--- src/rtl/usb_pkt_pkg.sv ---
// Shared USB transmit definitions: PID codes, packet classes, tx FSM states, CRC16 constants.
// The GAP state exists only when USB_TX_PKT_IPG_EN is defined.
package usb_pkt_pkg;

  localparam logic [3:0] PID_OUT   = 4'h1;
  localparam logic [3:0] PID_IN    = 4'h9;
  localparam logic [3:0] PID_SOF   = 4'h5;
  localparam logic [3:0] PID_SETUP = 4'hD;
  localparam logic [3:0] PID_DATA0 = 4'h3;
  localparam logic [3:0] PID_DATA1 = 4'hB;
  localparam logic [3:0] PID_DATA2 = 4'h7;
  localparam logic [3:0] PID_MDATA = 4'hF;
  localparam logic [3:0] PID_ACK   = 4'h2;
  localparam logic [3:0] PID_NAK   = 4'hA;
  localparam logic [3:0] PID_STALL = 4'hE;
  localparam logic [3:0] PID_NYET  = 4'h6;

  localparam logic [15:0] CRC16_POLY = 16'h8005;
  localparam logic [15:0] CRC16_INIT = 16'hFFFF;

`ifdef USB_TX_PKT_IPG_EN
  typedef enum logic [2:0] {
    ST_IDLE, ST_PID, ST_DATA, ST_CRC_LO, ST_CRC_HI, ST_END, ST_GAP
  } tx_state_t;
`else
  typedef enum logic [2:0] {
    ST_IDLE, ST_PID, ST_DATA, ST_CRC_LO, ST_CRC_HI, ST_END
  } tx_state_t;
`endif

  typedef enum logic [1:0] {
    CLS_OTHER, CLS_HANDSHAKE, CLS_DATA
  } pkt_class_t;

  // Packet class is carried in the low two PID bits.
  function automatic pkt_class_t pid_class(input logic [1:0] pid_lo);
    case (pid_lo)
      2'b11:   return CLS_DATA;
      2'b10:   return CLS_HANDSHAKE;
      default: return CLS_OTHER;
    endcase
  endfunction

  function automatic logic [7:0] pid_byte(input logic [3:0] pid);
    return {~pid, pid};
  endfunction

endpackage

--- src/rtl/usb_crc16.sv ---
// One-byte step of the USB CRC16 (poly 0x8005, reflected, LSB first).
module usb_crc16
  import usb_pkt_pkg::*;
(
  input  logic [15:0] crc_in,
  input  logic [7:0]  data,
  output logic [15:0] crc_out
);

  function automatic logic [15:0] reflect16(input logic [15:0] v);
    logic [15:0] r;
    r = '0;
    for (int i = 0; i < 16; i++) r[i] = v[15-i];
    return r;
  endfunction

  localparam logic [15:0] POLY_REFL = reflect16(CRC16_POLY);

  logic [15:0] acc;

  always_comb begin
    acc = crc_in ^ {8'h00, data};
    for (int b = 0; b < 8; b++) begin
      acc = acc[0] ? ((acc >> 1) ^ POLY_REFL) : (acc >> 1);
    end
    crc_out = acc;
  end

endmodule

--- src/rtl/usb_tx_pkt.sv ---
// UTMI transmit packet assembler: PID byte, payload, then inverted CRC16 for data packets.
// Define USB_TX_PKT_IPG_EN to insert an IPG_CYCLES inter-packet gap after every packet.
module usb_tx_pkt
  import usb_pkt_pkg::*;
#(
  parameter int MAX_PKT = 1023
`ifdef USB_TX_PKT_IPG_EN
  ,
  parameter int IPG_CYCLES = 16
`endif
) (
  input  logic       clk,
  input  logic       rst,
  input  logic       send_i,
  input  logic [3:0] pid_i,
  input  logic       zlp_i,
  input  logic [7:0] data_i,
  input  logic       data_valid_i,
  input  logic       data_last_i,
  output logic       data_ready_o,
  output logic [7:0] DataOut_o,
  output logic       TxValid_o,
  input  logic       TxReady_i,
  output logic       busy_o,
  output logic       done_o,
  output logic       err_o
);

  localparam logic [10:0] MAX_CNT = 11'(MAX_PKT);

`ifdef USB_TX_PKT_IPG_EN
  localparam int IPG_W = (IPG_CYCLES > 1) ? $clog2(IPG_CYCLES) : 1;
  logic [IPG_W-1:0] ipg_cnt, ipg_n;
`endif

  tx_state_t   state, state_n;
  pkt_class_t  cls_q, cls_n;
  logic [7:0]  hold, hold_n;
  logic        tx_valid, tx_valid_n;
  logic [15:0] crc, crc_n, crc_step;
  logic [10:0] cnt, cnt_n;
  logic        last_q, last_n;
  logic        zlp_q, zlp_n;
  logic        err_q, err_n;
  logic        accept;
  logic        want_load;

  usb_crc16 u_crc (
    .crc_in  (crc),
    .data    (data_i),
    .crc_out (crc_step)
  );

  assign accept    = tx_valid & TxReady_i;
  assign DataOut_o = hold;
  assign TxValid_o = tx_valid;
  assign busy_o    = (state != ST_IDLE);
  assign err_o     = err_q;

  always_ff @(posedge clk or negedge rst) begin
    if (!rst) begin
      state    <= ST_IDLE;
      cls_q    <= CLS_OTHER;
      hold     <= 8'h00;
      tx_valid <= 1'b0;
      crc      <= CRC16_INIT;
      cnt      <= '0;
      last_q   <= 1'b0;
      zlp_q    <= 1'b0;
      err_q    <= 1'b0;
`ifdef USB_TX_PKT_IPG_EN
      ipg_cnt  <= '0;
`endif
    end else begin
      state    <= state_n;
      cls_q    <= cls_n;
      hold     <= hold_n;
      tx_valid <= tx_valid_n;
      crc      <= crc_n;
      cnt      <= cnt_n;
      last_q   <= last_n;
      zlp_q    <= zlp_n;
      err_q    <= err_n;
`ifdef USB_TX_PKT_IPG_EN
      ipg_cnt  <= ipg_n;
`endif
    end
  end

  always_comb begin
    state_n      = state;
    cls_n        = cls_q;
    hold_n       = hold;
    tx_valid_n   = tx_valid;
    crc_n        = crc;
    cnt_n        = cnt;
    last_n       = last_q;
    zlp_n        = zlp_q;
    err_n        = 1'b0;
    want_load    = 1'b0;
    data_ready_o = 1'b0;
    done_o       = 1'b0;
`ifdef USB_TX_PKT_IPG_EN
    ipg_n        = ipg_cnt;
`endif

    case (state)
      ST_IDLE: begin
        cnt_n = '0;
        if (send_i) begin
          hold_n     = pid_byte(pid_i);
          cls_n      = pid_class(pid_i[1:0]);
          zlp_n      = zlp_i;
          last_n     = 1'b0;
          crc_n      = CRC16_INIT;
          tx_valid_n = 1'b1;
          state_n    = ST_PID;
        end
      end
      ST_PID: begin
        if (accept) begin
          if (cls_q != CLS_DATA) begin
            tx_valid_n = 1'b0;
            state_n    = ST_END;
          end else if (zlp_q) begin
            hold_n  = ~crc[7:0];
            state_n = ST_CRC_LO;
          end else begin
            want_load = 1'b1;
          end
        end
      end
      ST_DATA: begin
        if (accept) begin
          if (last_q) begin
            hold_n  = ~crc[7:0];
            state_n = ST_CRC_LO;
          end else begin
            want_load = 1'b1;
          end
        end
      end
      ST_CRC_LO: begin
        if (accept) begin
          hold_n  = ~crc[15:8];
          state_n = ST_CRC_HI;
        end
      end
      ST_CRC_HI: begin
        if (accept) begin
          tx_valid_n = 1'b0;
          state_n    = ST_END;
        end
      end
      ST_END: begin
        done_o = 1'b1;
        crc_n  = CRC16_INIT;
`ifdef USB_TX_PKT_IPG_EN
        ipg_n   = IPG_W'(IPG_CYCLES - 1);
        state_n = ST_GAP;
`else
        state_n = ST_IDLE;
`endif
      end
`ifdef USB_TX_PKT_IPG_EN
      ST_GAP: begin
        if (ipg_cnt == '0) state_n = ST_IDLE;
        else               ipg_n   = ipg_cnt - 1'b1;
      end
`endif
      default: begin
        tx_valid_n = 1'b0;
        state_n    = ST_IDLE;
      end
    endcase

    // A payload load either consumes the byte or aborts on underrun / overrun.
    if (want_load) begin
      if (data_valid_i && (cnt < MAX_CNT)) begin
        data_ready_o = 1'b1;
        hold_n       = data_i;
        crc_n        = crc_step;
        last_n       = data_last_i;
        cnt_n        = cnt + 11'd1;
        state_n      = ST_DATA;
      end else begin
        err_n      = 1'b1;
        tx_valid_n = 1'b0;
        crc_n      = CRC16_INIT;
        state_n    = ST_IDLE;
      end
    end
  end

  if (MAX_PKT < 1 || MAX_PKT > 2047) begin : g_bad_max_pkt
    $error("MAX_PKT must fit the 11-bit payload counter");
  end

endmodule

--- config.mk ---
export PLATFORM = sky130hd
export DESIGN_NAME = usb_tx_pkt
export DESIGN_NICKNAME = d
export VERILOG_FILES = /design/src/rtl/usb_pkt_pkg.sv /design/src/rtl/usb_crc16.sv /design/src/rtl/usb_tx_pkt.sv
export SDC_FILE = /design/constraint.sdc
export NUM_CORES = 1
export LEC_CHECK = 0
export ABC_AREA = 1
export BUFFER_PORTS_ARGS = -buffer_cell sky130_fd_sc_hd__buf_2
export CAP_MARGIN = 5
export CORE_ASPECT_RATIO = 0.6
export CORE_MARGIN = 5
export CORE_UTILIZATION = 38
export CTS_BUF_LIST = sky130_fd_sc_hd__clkbuf_16
export DETAILED_ROUTE_END_ITERATION = 16
export PLACE_DENSITY = 0.57
export SLEW_MARGIN = 15
export SYNTH_ARGS = -nofsm -noshare
export SYNTH_HDL_FRONTEND = slang
export SYNTH_SLANG_ARGS = --single-unit
--- constraint.sdc ---
create_clock -name clk -period 2.25 [get_ports clk]
set_input_delay 0.3375 -clock clk [delete_from_list [all_inputs] [get_ports clk]]
set_output_delay 0.3375 -clock clk [all_outputs]
set_load 0.005 [all_outputs]
==> results.tsv, run 1 <==
metric	value	unit
status	finished with violations	
failing checks	hold timing	
largest stage delay on the critical path	0.47	ns
Startpoint Class	flip-flop	
cell family with most CP delay	simple AND/OR/NAND/NOR gates	
Post-Syn Area	0.00282	mm²
first-pass GRT wire length	13.4	mm
CP Buf/Inv Count	1	
HPWL Detailed	6.30	mm
most common cell after layout, fill and taps aside	nand2_1	
worst path required time	1.91	ns
critical-path cell with the highest stage delay	dfrtp_1	
CTS Root Cell	clkbuf_16	
Initial DRC Count	215	
commonest cells after routing, fill and taps aside	nand2_1 (111), inv_1 (44), buf_2 (31)	
r2r startpoint	state[2]$_DFFE_PN0P_	
Hold Crit Class	primary input to async pin	
cts hold-fix bufs	0	
total number of vias	2739	
synth unique cells	42	
fin. max-slew vios	0	
Post-Syn Nets	403	
Leakage	1.66	nW
Filler Cells Inserted	738	
clk sinks	44	
#FFs+latches synth	44	
total routed wirelength	8.18	mm
number of global-route vias before repair	2602	
peak supply drop	0.000305	V
max frequency	463	MHz
# DRC	0	
I/O pins	32	
FFs w/ async S/R, synth	100	%
top-area cell type share of the netlist area	24.9	%
number of enable flip-flop cells after synthesis	0	
largest net degree at the start of global routing	29	
gr ovfl total	0	
TritonCTS clock tree	yes	
Critical Path AT	1.82	ns
ant diodes	0	
Post-Route Setup TNS	0	ns
drt wl/cell	15.4	µm
RSZ-0062 raised after global routing	false	
Top FF cell, synth	dfrtp_1	
die height	76.7	µm
crit-path cells	nor2_4 -> nand2_1 -> or2_1 -> nand2_2 -> nand2_4 -> nor2_8 -> buf_2	
period utilisation layout	96.0	%
crit path kind	flip-flop to output pin	
Antenna Violating Nets Remaining	0	
Synth warnings	0	
routed vias/inst	5.16	
initial core utilization	38.9	%
Mapped Cells	383	
htree depth	2	
gpl congestion	0.966	
crit-path max FO	5	
max_cap viols	0	
Min Hold Slack	-0.00592	ns
Clock Latency Late Sink	0.29	ns
sequential fraction of the synthesis area	39.8	%
Critical Path Sink Type	output pin	
Total Routing Usage GR	18.2	%
initial antenna violation count	0	
dpl ws	0.263	ns
CP Launch Point	state[2]$_DFFE_PN0P_	
TritonCTS buffer count	5	
# rows	24	
final hold violations	7	
I/O Buffers	31	
minimum clock period	2.16	ns
Die W	121	µm
ranking of synthesized cells by area	dfrtp_1 (25%), dfstp_2 (15%), nand2_1 (15%)	
Clock Pin Slew Worst Setup and Hold Paths	0.06	ns
layout cell share with drive strength beyond 1	20.4	%
max_slew headroom	60.3	%
syn_area_per_cell	7.35	µm²
CTS max path bufs	2	
area leader, netlist	dfrtp_1	
final setup violation count	0	
Worst Clk Skew	0.00493	ns
Post-layout nets	446	
pwr/cell area	999	mW/mm²
Slew @ Worst Pin	0.589	ns
DRT Pass-1 Iters	5	
fin worst setup slack	0.0897	ns
Die ar.	0.00929	mm²
Core ar.	0.00724	mm²
P&R area growth vs syn	16.8	%
## through the flow
stage	instances	hold WS (ns)	area (µm²)	util, %	power [mW]
2_1_floorplan	383	0.0419	2820	-	2.02
6_report	531	-0.00592	3290	45.4	3.28
3_3_place_gp	523	0.321	3150	43.5	2.53
3_5_place_dp	523	0.319	3150	43.5	2.54
5_1_grt	531	0.0340	3290	45.4	3.52
4_1_cts	531	0.00920	3280	45.4	3.27
## cells by family (layout without fill, tap and decap cells)
| family | after synthesis | after routing | synth area share (%) |
|---|---|---|---|
| xor+xnor | 9 | 9 | 2.80 |
| flops | 44 | 44 | 39.8 |
| simple gates | 184 | 184 | 30.1 |
| fa+ha+maj | 1 | 1 | 0.444 |
| buf+inv | 59 | 103 | 9.07 |
| compound gates | 86 | 86 | 17.7 |
## power by group
part           switching (mW)  leakage, nW  internal (mW)
combinational           0.939         1.05          0.510
clock                   0.320       0.0710          0.404
sequential              0.146        0.540          0.966
total                    1.40         1.66           1.88
## worst register-to-register path: stages (launching register included)
cell and delay [ns]:
dfrtp_1 0.47, nor2_4 0.16, nand2_1 0.12, or2_1 0.30, nand2_2 0.11, nand2_4 0.09, nor2_8 0.13, inv_4 0.14
nor3_4 0.19, nand3_1 0.13, o21ai_1 0.09
## metal layers
layer  vias up  wire length (µm)  global-route usage [%]
met5         -                 0                       0
met3         9               573                    5.29
met2        89              3090                    23.7
li1       1354                 -                       -
met1      1287              4430                    28.8
met4         0                87                    4.30
## worst paths after layout
| path | endpoint | slack [ns] | cells past startpoint |
|---|---|---|---|
| max | data_ready_o | 0.09 | 7 |
| min | cnt[5]$_DFF_PN0_ | -0.006 | 1 |
| max reg2reg | cnt[10]$_DFF_PN0_ | 0.25 | 10 |
| min reg2reg | cls_q[0]$_DFFE_PN0P_ | 0.49 | 2 |
| max in group asynchronous | crc[12]$_DFFE_PN1P_ | 1.66 | 2 |
| min in group clk | zlp_q$_DFFE_PN0P_ | 0.26 | 3 |
## cell type report
cell class,instances,area [µm²],share of cell area (%)
clock inverter,3,13.8,0.419
tap,104,130,3.96
multi-input combinational,280,1440,43.8
clock buffer,5,125,3.81
timing repair buffer,43,258,7.84
sequential,44,1120,34.1
inverter,52,200,6.09
## Yosys cell counts (all sizes together) (3+ instances only)
master,count
buf,5
nor3,5
nand2,115
o21ai,34
dfstp,16
a32oi,3
xor2,3
inv,51
nand4,5
o211ai,4
a21oi,24
a31oi,3
a22oi,6
nor2,31
xnor2,6
dfrtp,28
nand3,23
o22ai,4
## state kept, by name, indices dropped and copies added (netlist names)
register and cells:
TxValid_o 1, state 3, cls_q 2, crc 16, last_q 1, cnt 11
DataOut_o 8, zlp_q 1, err_o 1
## what timing repair did
action | 4_1_cts | 5_1_grt
buffers inserted | 0 | 0
endpoints found under the hold margin | 0 | 0
gates resized for setup | 0 | 2
setup endpoints to repair | 0 | 1
(Power assumes the default switching activity.)
==> inputs of run 2 (changes only) <==
- PLACE_DENSITY: 0.57 -> 0.56
- SYNTH_HIERARCHICAL: unset -> 1
==> results.tsv, run 2 <==
metric	value	unit	change
gr ovfl total	0		unchanged
R2R Setup Slk	0.18	ns	was 0.25 ns
cts hold-fix bufs	0		unchanged
Finished Layout Cells	768		was 531
Clock Pin Slew Worst Setup and Hold Paths	0.07	ns	was 0.06 ns
period utilisation layout	94.2	%	was 96.0%
Post-synth top cells	nand2_1 (247), nand3_1 (80), nor2_1 (64)		was nand2_1 (111), inv_1 (44), dfrtp_1 (28)
Die ar.	0.0120	mm²	was 0.00929 mm²
drt wl/cell	14.5	µm	was 15.4 µm
largest reg by FF count	crc		unchanged
sw frac	48.9	%	was 42.8%
Worst Clk Skew	0.00813	ns	was 0.00493 ns
CTS Root Cell	clkbuf_16		unchanged
largest net degree at the start of global routing	45		was 29
number of enable flip-flop cells after synthesis	0		unchanged
ant diodes	0		unchanged
max frequency	472	MHz	was 463 MHz
synth unique cells	30		was 42
I/O Buffers	31		unchanged
largest stage delay on the critical path	0.39	ns	was 0.47 ns
fraction of power consumed by sequential logic	29.6	%	was 33.9%
max_cap viols	0		unchanged
Antenna Violating Nets Remaining	0		unchanged
initial core utilization	38.5	%	was 38.9%
routed vias/inst	4.98		was 5.16
most used cell, CP	nand2_2		
# rows	28		was 24
Post-layout nets	652		was 446
Slew @ Worst Pin	0.569	ns	was 0.589 ns
number of global-route vias before repair	3488		was 2602
DRT Pass-1 Iters	5		unchanged
Worst Setup EP	data_ready_o		unchanged
P&R area growth vs syn	12.1	%	was 16.8%
die height	87.1	µm	was 76.7 µm
TritonCTS clock tree	yes		unchanged
pwr/cell area	1270	mW/mm²	was 999 mW/mm²
Hold Crit Class	primary input to async pin		unchanged
gpl congestion	0.862		was 0.966
most common cell after layout, fill and taps aside	nand2_1		unchanged
#FFs+latches synth	44		unchanged
I/O pins	32		unchanged
clock share of power	13.7	%	was 22.0%
cell family with most CP delay	simple AND/OR/NAND/NOR gates		unchanged
final setup violation count	0		unchanged
Core ar.	0.00977	mm²	was 0.00724 mm²
Critical Path Sink Type	output pin		unchanged
crit-path max FO	10		was 5
final hold violations	0		was 7
R2R depth	19		was 10
Initial DRC Count	316		was 215
Total Routing Usage GR	19.1	%	was 18.2%
Post-Syn Area	0.00376	mm²	was 0.00282 mm²
Psw	2.61	mW	was 1.40 mW
crit path kind	flip-flop to output pin		unchanged
initial antenna violation count	0		unchanged
Mapped Cells	603		was 383
peak supply drop	0.000563	V	was 0.000305 V
critical-path cell with the highest stage delay	dfrtp_1		unchanged
r2r startpoint	crc[1]$_DFFE_PN1P_		was state[2]$_DFFE_PN0P_
Power, Total	5.33	mW	was 3.28 mW
Leakage	2.29	nW	was 1.66 nW
minimum clock period	2.12	ns	was 2.16 ns
fin worst setup slack	0.131	ns	was 0.0897 ns
Post-Route Setup TNS	0	ns	unchanged
top-area cell type share of the netlist area	24.7	%	was 24.9%
status	completed		was finished with violations
HPWL Detailed	8.15	mm	was 6.30 mm
max_slew headroom	61.9	%	was 60.3%
Critical Path AT	1.78	ns	was 1.82 ns
commonest cells after routing, fill and taps aside	nand2_1 (247), nand3_1 (80), nor2_1 (64)		was nand2_1 (111), inv_1 (44), buf_2 (31)
worst path required time	1.91	ns	about the same
TritonCTS buffer count	5		unchanged
first-pass GRT wire length	18.5	mm	was 13.4 mm
Post-Syn Nets	623		was 403
Startpoint Class	flip-flop		unchanged
htree depth	2		unchanged
RSZ-0062 raised after global routing	false		unchanged
syn_area_per_cell	6.24	µm²	was 7.35 µm²
total number of vias	3821		was 2739
FFs w/ async S/R, synth	100	%	unchanged
Worst R2R End	crc[13]$_DFFE_PN1P_		was cnt[10]$_DFF_PN0_
clk sinks	44		unchanged
CP Buf/Inv Count	3		was 1
Critical Path Stages	8		was 7
placed insts	758		was 523
design internal power	2.73	mW	was 1.88 mW
sequential fraction of the synthesis area	29.8	%	was 39.8%
total routed wirelength	11.1	mm	was 8.18 mm
count leader, synth	nand2_1		unchanged
CP Launch Point	state[2]$_DFFE_PN0P_		unchanged
Clock Latency Late Sink	0.29	ns	about the same
# DRC	0		unchanged
Top FF cell, synth	dfrtp_1		unchanged
dpl ws	0.197	ns	was 0.263 ns
crit-path cells	inv_2 -> nand3_2 -> clkinv_4 -> nand3_4 -> nand2_2 -> nand2_2 -> nor2_4 -> buf_2		was nor2_4 -> nand2_1 -> or2_1 -> nand2_2 -> nand2_4 -> nor2_8 -> buf_2
max reg flops	16		unchanged
CTS max path bufs	2		unchanged
Min Hold Slack	0.0153	ns	was -0.00592 ns
area leader, netlist	nand2_1		was dfrtp_1
ranking of synthesized cells by area	nand2_1 (25%), dfrtp_1 (19%), dfstp_2 (11%)		was dfrtp_1 (25%), dfstp_2 (15%), nand2_1 (15%)
fin. max-slew vios	0		unchanged
Die W	138	µm	was 121 µm
Combinational Power Share	56.7	%	was 44.1%
layout cell share with drive strength beyond 1	18.6	%	was 20.4%
Synth warnings	6		was 0
-- run 2: worst min path at each step --
| stage | from | to | slack (ns) | depth (start not counted) |
|---|---|---|---|---|
| 2_1_floorplan | rst | DataOut_o[0]$_DFF_PN0_ | 0.04 | 0 |
| 3_3_place_gp | rst | cnt[3]$_DFF_PN0_ | 0.34 | 2 |
| 3_5_place_dp | rst | cnt[4]$_DFF_PN0_ | 0.35 | 2 |
| 4_1_cts | rst | cnt[4]$_DFF_PN0_ | 0.03 | 2 |
| 5_1_grt | rst | cnt[10]$_DFF_PN0_ | 0.05 | 2 |
| 6_report | rst | cnt[5]$_DFF_PN0_ | 0.02 | 2 |
-- run 2: area by class of cell --
class | instances | area, µm²
repair buffers | 48 | 308
well taps | 135 | 169
inverters | 59 | 226
flip-flops and latches | 44 | 1120
clock buffers | 5 | 125
fillers | 1062 | 5560
clock inverters | 3 | 12.5
multi-input cells | 474 | 2250
-- run 2: layer usage --
layer / vias to the layer above / global-route usage, % / part of all wire (%)
met5: - / 0 / 0
li1: 1923 / - / -
met1: 1763 / 29.6 / 53
met3: 9 / 4.00 / 7.0
met2: 126 / 26.7 / 39
met4: 0 / 4.93 / 0.97
-- run 2: kinds of logic (layout without fill, tap and decap cells) --
kind of cell               count (synthesis)  after routing  share of synthesized area [%]
AOI/OAI and AO/OA                         20             20                           3.23
adders and majority gates                  1              1                          0.333
buffers and inverters                     85            115                           10.3
DFF                                       44             44                           29.8
and+or+nand+nor                          438            438                           52.8
xor gates and xnor gates                  15             15                           3.49
-- run 2: per-stage QoR --
step	util, %	area [µm²]
floorplan	-	3760
global placement	41.5	4060
detailed placement	41.5	4060
CTS	42.9	4200
global route	43.1	4210
finish	43.1	4210
-- run 2: power groups by stage --
stage          Sequential, mW  Combinational (mW)  Clock (mW)
5_1_grt                  1.62                3.42       0.781
2_1_floorplan            1.42                2.39           0
6_report                 1.58                3.03       0.728
3_5_place_dp             1.58                2.96           0
4_1_cts                  1.57                2.98       0.750
3_3_place_gp             1.57                2.95           0
-- run 2: timing repair --
item	4_1_cts	5_1_grt
resized for setup	1	3
setup buffers	0	2
endpoints found under the setup margin	1	2
pin swaps	0	0
hold endpoints to repair	0	0
==> inputs of run 3 (changes only) <==
- RECOVER_POWER: unset -> 50
==> results.tsv, run 3 (same netlist as run 2, synthesis figures left out) <==
metric	value	unit	change
status	completed		unchanged
cts hold-fix bufs	0		unchanged
r2r startpoint	crc[1]$_DFFE_PN1P_		unchanged
# DRC	0		unchanged
R2R depth	19		unchanged
ant diodes	0		unchanged
first-pass GRT wire length	18.5	mm	unchanged
gpl congestion	0.862		unchanged
Hold Crit Class	primary input to flip-flop		was primary input to async pin
minimum clock period	2.12	ns	about the same
Critical Path AT	1.78	ns	about the same
most common cell after layout, fill and taps aside	nand2_1		unchanged
final setup violation count	0		unchanged
crit path kind	flip-flop to output pin		unchanged
total number of vias	3800		was 3821
CP Buf/Inv Count	3		unchanged
largest stage delay on the critical path	0.39	ns	about the same
largest reg by FF count	crc		unchanged
largest net degree at the start of global routing	45		unchanged
layout cell share with drive strength beyond 1	18.2	%	was 18.6%
# rows	28		unchanged
CP Launch Point	state[2]$_DFFE_PN0P_		unchanged
clk sinks	44		unchanged
Antenna Violating Nets Remaining	0		unchanged
Initial DRC Count	316		unchanged
max_slew headroom	23.3	%	was 61.9%
number of global-route vias before repair	3488		unchanged
I/O Buffers	31		unchanged
Post-layout nets	652		unchanged
Min Hold Slack	0.250	ns	was 0.0153 ns
htree depth	2		unchanged
cell family with most CP delay	simple AND/OR/NAND/NOR gates		unchanged
final hold violations	0		unchanged
crit-path cells	inv_2 -> nand3_2 -> clkinv_4 -> nand3_4 -> nand2_2 -> nand2_2 -> nor2_4 -> buf_2		unchanged
drt wl/cell	14.5	µm	about the same
Leakage	2.27	nW	was 2.29 nW
Critical Path Stages	8		unchanged
Die W	138	µm	unchanged
Core ar.	0.00977	mm²	unchanged
max_cap viols	0		unchanged
post-placement cell area	0.00406	mm²	unchanged
CTS max path bufs	2		unchanged
pwr/cell area	1270	mW/mm²	about the same
Worst R2R End	crc[13]$_DFFE_PN1P_		unchanged
Clock Latency Late Sink	0.29	ns	about the same
Post-Route Setup TNS	0	ns	unchanged
Critical Path Sink Type	output pin		unchanged
total routed wirelength	11.1	mm	about the same
Filler Cells Inserted	1065		was 1062
peak supply drop	0.000563	V	about the same
fin worst setup slack	0.132	ns	was 0.131 ns
I/O pins	32		unchanged
HPWL Detailed	8.15	mm	unchanged
TritonCTS clock tree	yes		unchanged
worst path required time	1.91	ns	about the same
crit-path max FO	10		unchanged
Worst Setup EP	data_ready_o		unchanged
Total Routing Usage GR	19.1	%	unchanged
most used cell, CP	nand2_2		unchanged
fin. max-slew vios	0		unchanged
commonest cells after routing, fill and taps aside	nand2_1 (247), nand3_1 (80), nor2_1 (64)		unchanged
critical-path cell with the highest stage delay	dfrtp_1		unchanged
Final Core Density	42.9	%	was 43.1%
max frequency	472	MHz	about the same
TritonCTS buffer count	5		unchanged
initial core utilization	38.5	%	unchanged
Worst Clk Skew	0.00827	ns	was 0.00813 ns
DRT Pass-1 Iters	5		unchanged
max reg flops	16		unchanged
initial antenna violation count	0		unchanged
routed vias/inst	4.95		was 4.98
dpl ws	0.197	ns	unchanged
Clock Pin Slew Worst Setup and Hold Paths	0.07	ns	about the same
R2R Setup Slk	0.18	ns	about the same
gr ovfl total	0		unchanged
Startpoint Class	flip-flop		unchanged
P&R area growth vs syn	11.6	%	was 12.1%
Final Instance Area	0.00420	mm²	was 0.00421 mm²
Die ar.	0.0120	mm²	unchanged
CTS Root Cell	clkbuf_16		unchanged
Slew @ Worst Pin	1.15	ns	was 0.569 ns
die height	87.1	µm	unchanged
RSZ-0062 raised after global routing	false		unchanged
period utilisation layout	94.2	%	about the same
run 3: cell count changes in the layout (fill, tap and decap cells not counted):
cell / delta
buf_2: -3
clkbuf_1: +3
buf_12: -1
clkbuf_2: +1
run 3: worst reg2reg max path, stage by stage, from the launching register on:
cell and delay (ns):
dfstp_2 0.58, inv_1 0.07, nand2_1 0.07, nand2_2 0.07, nand2_2 0.09, nand2_4 0.07
inv_2 0.07, nand2_4 0.05, nand2_4 0.07, nand2_2 0.07, nand3_2 0.12, nand2_4 0.09
nand2_2 0.08, nand3_2 0.08, nand3b_1 0.10, nand2_1 0.05, nor2_1 0.09, nand2_1 0.06
nand2_1 0.07, nand2_1 0.05
run 3: power by group:
part | internal, mW | leakage, nW | switching, mW | total, mW
logic | 1.12 | 1.66 | 1.89 | 3.02
registers | 1.20 | 0.537 | 0.384 | 1.58
clock network | 0.403 | 0.0762 | 0.327 | 0.730
total | 2.72 | 2.27 | 2.61 | 5.33
run 3: how the worst min path moves through the flow:
stage / slack (ns) / from / cells after the start / to
after floorplan: 0.04 / rst / 0 / DataOut_o[0]$_DFF_PN0_
after global placement: 0.34 / rst / 2 / cnt[3]$_DFF_PN0_
after detailed placement: 0.35 / rst / 2 / cnt[4]$_DFF_PN0_
after CTS: 0.03 / rst / 2 / cnt[4]$_DFF_PN0_
after global routing: 0.25 / zlp_i / 3 / zlp_q$_DFFE_PN0P_
final: 0.25 / zlp_i / 3 / zlp_q$_DFFE_PN0P_
run 3: per-stage QoR:
step	total power [mW]	instances
after floorplan	3.80	603
after global placement	4.52	758
after detailed placement	4.55	758
after CTS	5.30	766
after global routing	5.82	768
final	5.33	768
run 3: layout make-up:
cell class                      instances  area (µm²)  area share (%)
Timing Repair Buffer                   48         289            6.89
Tap cell                              135         169            4.03
Clock buffer                            5         125            2.98
Inverter                               59         226            5.40
Clock inverter                          3        12.5           0.298
Multi-Input combinational cell        474        2250            53.6
Sequential cell                        44        1120            26.8
run 3: repair_timing:
item / CTS / global route
gates resized for setup: 1 / 3
setup buffers: 0 / 2
cloned: 0 / 0
endpoints found under the setup margin: 1 / 2
run 3: metal layers:
metal / track usage [%] / routed length, µm / vias to the layer above
met5: 0 / 0 / -
met4: 4.93 / 110 / 0
met3: 4.00 / 787 / 11
met2: 26.7 / 4340 / 116
met1: 29.6 / 5870 / 1751
li1: - / - / 1922
